### src/rtl/bcrypt_addr_pkg.sv
// Shared op codes and sequencer states for the bcrypt address register.
// Imported by addr_next_calc and addr_seq_reg.
package bcrypt_addr_pkg;

  localparam logic [3:0] OP_NOP       = 4'd0;
  localparam logic [3:0] OP_LD_RESET  = 4'd1;
  localparam logic [3:0] OP_LD_VALUE  = 4'd2;
  localparam logic [3:0] OP_INC       = 4'd3;
  localparam logic [3:0] OP_INC_COND  = 4'd4;
  localparam logic [3:0] OP_DEC       = 4'd5;
  localparam logic [3:0] OP_B0RST     = 4'd6;
  localparam logic [3:0] OP_ADD2B1SET = 4'd7;
  localparam logic [3:0] OP_ADD2_COND = 4'd8;

  typedef enum logic [1:0] {
    IDLE  = 2'd0,
    BURST = 2'd1,
    DONE  = 2'd2
  } state_t;

endpackage

### src/rtl/addr_next_calc.sv
// Combinational next-address and carry/borrow logic for addr_seq_reg.
// ADDR_SEQ_SATURATE_EN clamps increments at all-ones and OP_DEC at zero.
module addr_next_calc
  import bcrypt_addr_pkg::*;
#(
  parameter int unsigned          WIDTH      = 10,
  parameter logic [WIDTH-1:0]     RESET_ADDR = 1
) (
  input  logic [3:0]       op,
  input  logic             step,
  input  logic [WIDTH-1:0] addr,
  input  logic [WIDTH-1:0] ld_value,
  input  logic             cond,
  output logic [WIDTH-1:0] next_addr,
  output logic             carry
);

  localparam logic [WIDTH:0]   ONE_X = 1;
  localparam logic [WIDTH-1:0] ONE_W = 1;

  // sum[WIDTH] is the carry/borrow out of the address MSB for every path
  logic [WIDTH:0]   sum;
  logic [WIDTH-1:0] hi;
  logic [1:0]       c;

  always_comb begin
    sum = {1'b0, addr};
    hi  = '0;
    c   = '0;
    if (step) begin
      sum = {1'b0, addr} + ONE_X;
    end else begin
      case (op)
        OP_LD_RESET: sum = {1'b0, RESET_ADDR};
        OP_LD_VALUE: sum = {1'b0, ld_value};
        OP_INC:      sum = {1'b0, addr} + ONE_X;
        OP_INC_COND: sum = {1'b0, addr} + {{WIDTH{1'b0}}, cond};
        OP_DEC:      sum = {1'b0, addr} - ONE_X;
        OP_B0RST:    sum = {1'b0, addr[WIDTH-1:1], 1'b0};
        OP_ADD2B1SET: begin
          hi  = {1'b0, addr[WIDTH-1:1]} + ONE_W;
          sum = {hi, 1'b1};
        end
        OP_ADD2_COND: begin
          c   = {1'b0, addr[0]} + {1'b0, cond};
          hi  = {1'b0, addr[WIDTH-1:1]} + {{(WIDTH-1){1'b0}}, c[1]};
          sum = {hi, c[0]};
        end
        default: sum = {1'b0, addr};
      endcase
    end
  end

  assign carry = sum[WIDTH];

`ifdef ADDR_SEQ_SATURATE_EN
  assign next_addr = !carry ? sum[WIDTH-1:0] :
                     (!step && op == OP_DEC) ? '0 : '1;
`else
  assign next_addr = sum[WIDTH-1:0];
`endif

endmodule

### src/rtl/addr_seq_reg.sv
// Op-code address register with valid/ready burst sequencer and compare flags.
// Build with ADDR_SEQ_SATURATE_EN for saturating instead of modulo arithmetic.
module addr_seq_reg
  import bcrypt_addr_pkg::*;
#(
  parameter int unsigned      WIDTH      = 10,
  parameter logic [WIDTH-1:0] RESET_ADDR = 1,
  parameter logic [WIDTH-1:0] CMP_A      = 1022,
  parameter logic [WIDTH-1:0] CMP_B      = 1023
) (
  input  logic             CLK,
  input  logic             rst,
  input  logic             op_en,
  input  logic [3:0]       op,
  input  logic [WIDTH-1:0] ld_value,
  input  logic             cond,
  input  logic             burst_start,
  input  logic [WIDTH-1:0] burst_len,
  input  logic             addr_ready,
  output logic [WIDTH-1:0] addr,
  output logic             addr_valid,
  output logic             busy,
  output logic             done,
  output logic             wrap,
  output logic             eq_a,
  output logic             eq_b
);

  localparam logic [WIDTH-1:0] ONE = 1;

  state_t           state;
  logic [WIDTH-1:0] cnt;
  logic [WIDTH-1:0] next_addr;
  logic             carry;

  addr_next_calc #(
    .WIDTH      (WIDTH),
    .RESET_ADDR (RESET_ADDR)
  ) u_calc (
    .op        (op),
    .step      (state == BURST),
    .addr      (addr),
    .ld_value  (ld_value),
    .cond      (cond),
    .next_addr (next_addr),
    .carry     (carry)
  );

  assign eq_a = (addr == CMP_A);
  assign eq_b = (addr == CMP_B);

  always_ff @(posedge CLK) begin
    if (rst) begin
      state      <= IDLE;
      addr       <= RESET_ADDR;
      cnt        <= '0;
      addr_valid <= 1'b0;
      busy       <= 1'b0;
      done       <= 1'b0;
      wrap       <= 1'b0;
    end else begin
      done <= 1'b0;
      wrap <= 1'b0;
      case (state)
        IDLE: begin
          // burst_start wins over op_en; the current addr is the first beat
          if (burst_start) begin
            cnt <= burst_len;
            if (burst_len != '0) begin
              state      <= BURST;
              addr_valid <= 1'b1;
              busy       <= 1'b1;
            end else begin
              state <= DONE;
              done  <= 1'b1;
            end
          end else if (op_en) begin
            addr <= next_addr;
            wrap <= carry;
          end
        end
        BURST: begin
          if (addr_ready) begin
            addr <= next_addr;
            wrap <= carry;
            cnt  <= cnt - ONE;
            if (cnt == ONE) begin
              state      <= DONE;
              addr_valid <= 1'b0;
              busy       <= 1'b0;
              done       <= 1'b1;
            end
          end
        end
        DONE: begin
          state <= IDLE;
          if (op_en) begin
            addr <= next_addr;
            wrap <= carry;
          end
        end
        default: begin
          state      <= IDLE;
          addr_valid <= 1'b0;
          busy       <= 1'b0;
        end
      endcase
    end
  end

endmodule

### config.mk
export PLATFORM = sky130hd
export DESIGN_NAME = addr_seq_reg
export DESIGN_NICKNAME = d
export VERILOG_FILES = /design/src/rtl/bcrypt_addr_pkg.sv /design/src/rtl/addr_next_calc.sv /design/src/rtl/addr_seq_reg.sv
export SDC_FILE = /design/constraint.sdc
export NUM_CORES = 1
export LEC_CHECK = 0
export BUFFER_PORTS_ARGS = -buffer_cell sky130_fd_sc_hd__buf_2
export CAP_MARGIN = 20
export CORE_ASPECT_RATIO = 1.25
export CORE_MARGIN = 2
export CORE_UTILIZATION = 30
export CTS_BUF_LIST = sky130_fd_sc_hd__clkbuf_4 sky130_fd_sc_hd__clkbuf_8
export CTS_CLUSTER_SIZE = 28
export DETAILED_ROUTE_END_ITERATION = 10
export PLACE_DENSITY = 0.46
export SLEW_MARGIN = 15
export SYNTH_ARGS = -nofsm -noshare
export SYNTH_HDL_FRONTEND = slang
export SYNTH_HIERARCHICAL = 1
export SYNTH_SLANG_ARGS = --single-unit
### constraint.sdc
create_clock -name CLK -period 3.71 [get_ports CLK]
set_input_delay 0.1855 -clock CLK [delete_from_list [all_inputs] [get_ports CLK]]
set_output_delay 0.1855 -clock CLK [all_outputs]
set_load 0.02 [all_outputs]
==> summary.txt, run 1 <==
Critical Setup Path Class - input pin to flop
Initial Util - 30.76%
critical path startpoint - op[2]
CTS Sinks - 25
Design Area, Final - 0.003102 mm^2
Worst EP arrival - 3030 ps
antenna violations before repair - 0
Post-Route Setup TNS - 0 ps
Post-CTS Resized - 0
total routed wirelength - 9.097 mm
post-route ant nets - 0
CTS buffer count - 3
Cell variety after synth - 71
pre-CTS setup slack - 527.3 ps
CTS tree - yes
slew at the pin closest to its max-slew limit - 947.2 ps
Comb power frac - 39.3%
Pint - 0.4899 mW
total grt overflow - 0
die width - 90.28 um
Tcrit/Tclk final - 77.57%
syn avg cell area - 7.424 um^2
register area share after synthesis - 17.93%
Fillers - 1040
prevailing post-synth register cell - dfxtp_1
Net Sw Frac - 39.18%
Post-synth top cells - nor2_1 (39), a21oi_1 (37), nand2_1 (28), dfxtp_1 (25), o21ai_0 (24)
number of synthesized flops with an enable pin - 0
Max Fanout on Critical Path - 11
vias per cell - 5.591
Psw - 0.3156 mW
FF-to-FF path depth - 10
fmax - 0.3475 GHz
Setup crit end - wrap$_SDFF_PP0_
pin count of the biggest net entering global routing - 31
Final WS setup - 832.3 ps
hold path depth - 3
Hold Path Class - input pin to flop
post-route minimum period - 2878 ps
count of input and output buffers - 45
pwr dens - 259.7 mW/mm^2
layout cells sized above 1 - 18.02%
reg2reg setup slack - 910 ps
Antenna Cells - 0
Cell Area, Synth - 0.002791 mm^2
part of the power in the clock network - 20.4%
Slew Limit Headroom - 36.37%
Worst Path Required - 3860 ps
Fin Hold WS - 241.6 ps
htree depth - 1
clock slew at reported path FFs - 100 ps
Post-Syn Nets - 423
clock insertion delay at the later pin of the skew report - 270 ps
Total GRT Usage - 17.90%
r2r endpoint - wrap$_SDFF_PP0_
Final Hold Viols - 0
FF-to-FF Start - addr[0]$_SDFFE_PP1P_
global-route wire length before repair - 14.90 mm
Boundary Pins - 46
total die area - 0.01010 mm^2
ys async rst share - 0%
crit end category - flop
Synth area leaders - dfxtp_1 (18%), ha_1 (7.2%), a21oi_1 (6.6%)
Max rail drop VDD - 0.08839 mV
# DRC - 0
core area - 0.009076 mm^2
Synth area leader - dfxtp_1
clock buffer depth - 2
top-count cell post-synth - nor2_1
Clock Root Buffer - clkbuf_8
status - completed
number of setup violations in the final report - 0
Die Ht - 111.8 um
dpl cell area - 0.003055 mm^2
Slew Limit Fails - 0
synthesized flop and latch total - 25
max cap viols - 0
HPWL Detailed - 6.996 mm
wire length per cell - 17.23 um
DR iter-0 viols - 165
DR pass1 iterations - 4
leakage - 1.283 nW
GPL Wtd Cong - 0.8989
share of the synthesized area in the top cell type - 17.93%
routed vias - 2952
cell row count - 39
nets - 453
Pwr Total - 0.8055 mW
Seq pwr share - 40.4%
RSZ-0062 raised after global routing - no
Post-Route Skew - 15.54 ps
critical path startpoint category - input pin
setup bufs post-CTS - 0
Syn Inst Count - 376
Syn. warnings - 6
vias in the first global route - 2832
cts hold-fix bufs - 0
Layout area overhead - 11.12%
## cells by family (layout without fill, tap and decap cells)
logic type,count (synthesis),in the layout,synth area share [%]
compound gates,119,119,27.75
xor+xnor,11,11,3.451
fa+ha+maj,17,17,7.889
buf+inv,36,65,6.678
flops,25,25,17.93
mux,13,13,4.841
simple gates,155,155,31.47
## worst min-delay path by stage
| stage | startpoint | to | slack [ps] |
|---|---|---|---|
| finish | burst_start | done$_SDFF_PP0_ | 240 |
| CTS | burst_start | done$_SDFF_PP0_ | 230 |
| detailed placement | cnt[7]$_SDFFE_PP0P_ | cnt[7]$_SDFFE_PP0P_ | 480 |
| floorplan | burst_start | done$_SDFF_PP0_ | 350 |
| global placement | cnt[7]$_SDFFE_PP0P_ | cnt[7]$_SDFFE_PP0P_ | 470 |
| global route | burst_start | state[1]$_SDFFE_PP0P_ | 240 |
## final cells by class
| cell class | instances | area [um^2] | share of cell area (%) |
|---|---|---|---|
| clock buffers | 3 | 41.29 | 1.331 |
| clock inverters | 1 | 5.005 | 0.1614 |
| inverters | 13 | 48.80 | 1.573 |
| multi-input cells | 315 | 2105 | 67.85 |
| flip-flops and latches | 25 | 500.5 | 16.14 |
| well taps | 123 | 153.9 | 4.962 |
| repair buffers | 48 | 247.7 | 7.987 |
## per-stage QoR
stage | utilization, % | instances
floorplan | - | 376
global placement | 33.66 | 524
CTS | 34.17 | 528
global route | 34.17 | 528
detailed placement | 33.66 | 524
finish | 34.17 | 528
## worst max-delay path, cell delays in order
cell      delay (ps)
buf_2            190
nor3b_2          190
buf_4            190
nand2_1           80
nand2_1          330
inv_1            150
fa_1             440
nand2b_1         180
a21oi_1          230
o21ai_0          180
o21ai_0          250
xnor2_1          100
a32o_1           200
nor3b_1          130
## power by group through the flow
stage	registers (mW)	clock network (mW)	logic [mW]
global placement	0.331	0	0.314
detailed placement	0.331	0	0.314
floorplan	0.323	0	0.230
finish	0.325	0.164	0.316
global route	0.330	0.189	0.354
CTS	0.325	0.174	0.316
## sequential cells by signal, indices dropped and copies added, names as in the netlist
register / count
addr: 10
busy: 1
cnt: 10
done: 1
state: 2
wrap: 1
## cell usage in the layout (no fill, tap or decap), drive strengths merged, types with 11 or more instances in the layout
| master | count |
|---|---|
| a21oi | 38 |
| buf | 48 |
| dfxtp | 25 |
| ha | 16 |
| inv | 13 |
| mux2i | 12 |
| nand2 | 28 |
| nand2b | 13 |
| nand3 | 12 |
| nand4 | 11 |
| nor2 | 39 |
| o21ai | 24 |
## layer usage
metal | up-vias | track usage, % | wire length (um)
met2 | 92 | 31.48 | 4523
li1 | 1463 | - | -
met5 | - | 0 | 0
met1 | 1383 | 23.05 | 4026
met3 | 14 | 1.894 | 393
met4 | 0 | 5.436 | 153
No activity file was read; power rests on OpenSTA's default activity.
==> run 2: changes to the inputs <==
Clock period 3.71 ns to 2.8 ns, I/O delays scaled along.
==> run 2 against run 1 <==
  * Cell area is 4.0% higher
  * Clock skew fell by 14 ps
  * First-iteration DRC count is 25% higher
  * Via count grew 3.1%
  * Sequential power grew 30%
  * Die area did not move
  * Final cell count rose by 3.0%
  * Global-route usage about the same
  * Core utilization rose by 1.4 points
  * Worst setup slack worse by 580 ps
==> summary.txt, run 2 (synthesis results as in run 1) <==
status - completed
hold path endpoint - state[1]$_SDFFE_PP0P_
CTS tree - yes
crit end category - flop
Critical Path Most Common Cell - o21ai_0
DR iter-0 viols - 207
setup bufs post-CTS - 0
Max rail drop VDD - 0.1194 mV
Worst EP arrival - 2690 ps
commonest non-fill, non-tap cell in the layout - buf_2
total grt overflow - 0
r2r endpoint - wrap$_SDFF_PP0_
reg2reg setup slack - 250 ps
global-route wire length before repair - 14.79 mm
vias per cell - 5.596
Top delay family on crit path - compound AO/OA/AOI/OAI gates
Die Ht - 111.8 um
critical path startpoint category - flop
Hold Path Origin - burst_start
Slowest-stage cell, CP - dfxtp_1
antenna violations before repair - 0
total routed wirelength - 9.199 mm
nets - 469
Post-Route Setup TNS - 0 ps
post-route minimum period - 2553 ps
Final WS setup - 247.5 ps
hold path depth - 3
pwr dens - 340.2 mW/mm^2
clock slew at reported path FFs - 90 ps
layout cells sized above 1 - 21.14%
slew at the pin closest to its max-slew limit - 623.2 ps
fmax - 0.3918 GHz
Fin Hold WS - 186.3 ps
Crit path buffers/inverters - 1
FF-to-FF path depth - 10
RSZ-0062 raised after global routing - no
Layout area overhead - 15.51%
GPL Wtd Cong - 0.8246
core area - 0.009076 mm^2
FF-to-FF Start - addr[0]$_SDFFE_PP1P_
Net Sw Frac - 38.43%
Pint - 0.6755 mW
Clock Root Buffer - clkbuf_8
Seq pwr share - 38.4%
Design Area, Final - 0.003224 mm^2
Total GRT Usage - 17.89%
most frequent cells in the layout - buf_2 (45), nor2_1 (39), a21oi_1 (37)
Initial Util - 30.76%
Boundary Pins - 46
part of the power in the clock network - 21.1%
# DRC - 0
cell row count - 39
leakage - 1.364 nW
CP cell instances - inv_1 -> ha_1 -> fa_1 -> nand2b_1 -> a21oi_1 -> o21ai_0 -> o21ai_0 -> xnor2_1 -> a32o_1 -> nor3b_1
Worst Path Required - 2940 ps
Post-Route Skew - 1.946 ps
Slew Limit Headroom - 58.07%
routed vias - 3044
clock buffer depth - 2
number of setup violations in the final report - 0
Comb power frac - 40.5%
total die area - 0.01010 mm^2
Antenna Cells - 0
Critical Setup Path Class - flop to flop
CP max stage delay - 420 ps
clock insertion delay at the later pin of the skew report - 270 ps
Psw - 0.4216 mW
CTS Sinks - 25
pin count of the biggest net entering global routing - 27
Largest regs - addr x10, cnt x10, state x2
pre-CTS setup slack - 177.6 ps
dpl cell area - 0.003176 mm^2
post-route ant nets - 0
Post-CTS Resized - 0
count of input and output buffers - 45
Hold Path Class - input pin to flop
HPWL Detailed - 7.077 mm
Max Fanout on Critical Path - 6
max cap viols - 0
Pwr Total - 1.097 mW
DR pass1 iterations - 4
Tcrit/Tclk final - 91.16%
vias in the first global route - 2903
Slew Limit Fails - 0
CTS buffer count - 3
wire length per cell - 16.91 um
Final Hold Viols - 0
htree depth - 1
cts hold-fix bufs - 0
die width - 90.28 um
-- run 2: changes by cell type in the layout (fill, tap and decap cells not counted) --
cell	before	now
buf_4	3	19
clkbuf_4	0	1
clkinv_2	1	0
-- run 2: layout make-up --
type / count / area (um^2)
multi-input combinational: 315 / 2105
clock buffer: 4 / 48.80
sequential: 25 / 500.5
inverter: 13 / 48.80
fill: 1025 / 5852
tap: 123 / 153.9
timing repair buffer: 64 / 367.9
-- run 2: worst max path at each step --
stage / slack (ps) / cells past startpoint / to / startpoint
3_5_place_dp: 180 / 13 / wrap$_SDFF_PP0_ / op[1]
3_3_place_gp: 250 / 13 / wrap$_SDFF_PP0_ / op[1]
2_1_floorplan: 30 / 13 / wrap$_SDFF_PP0_ / op[2]
6_report: 250 / 10 / wrap$_SDFF_PP0_ / addr[0]$_SDFFE_PP1P_
5_1_grt: 20 / 10 / wrap$_SDFF_PP0_ / addr[0]$_SDFFE_PP1P_
4_1_cts: 210 / 10 / wrap$_SDFF_PP0_ / addr[0]$_SDFFE_PP1P_
-- run 2: per-stage QoR --
stage / util, % / instances
3_3_place_gp: 34.99 / 540
4_1_cts: 35.53 / 544
3_5_place_dp: 34.99 / 540
6_report: 35.53 / 544
2_1_floorplan: - / 376
5_1_grt: 35.53 / 544
-- run 2: worst min-delay path: cells and delay by family --
kind	cells	cell delay, ps
AND/OR/NAND/NOR	1	80
AO/OA/AOI/OAI	1	60
buffers and inverters	1	130
-- run 2: routing by layer --
metal	part of all wire (%)	global-route usage, %	vias to the layer above	wire (um)
li1	-	-	1489	-
met5	0	0	-	0
met4	2.1	6.051	0	195
met1	44	22.85	1435	4091
met2	48	31.48	104	4460
met3	4.9	1.759	16	452
-- run 2: power by group through the flow --
stage | logic, mW | registers, mW | clock network [mW]
floorplan | 0.304 | 0.429 | 0
global placement | 0.440 | 0.430 | 0
detailed placement | 0.440 | 0.430 | 0
CTS | 0.442 | 0.422 | 0.247
global route | 0.489 | 0.428 | 0.260
finish | 0.444 | 0.422 | 0.231
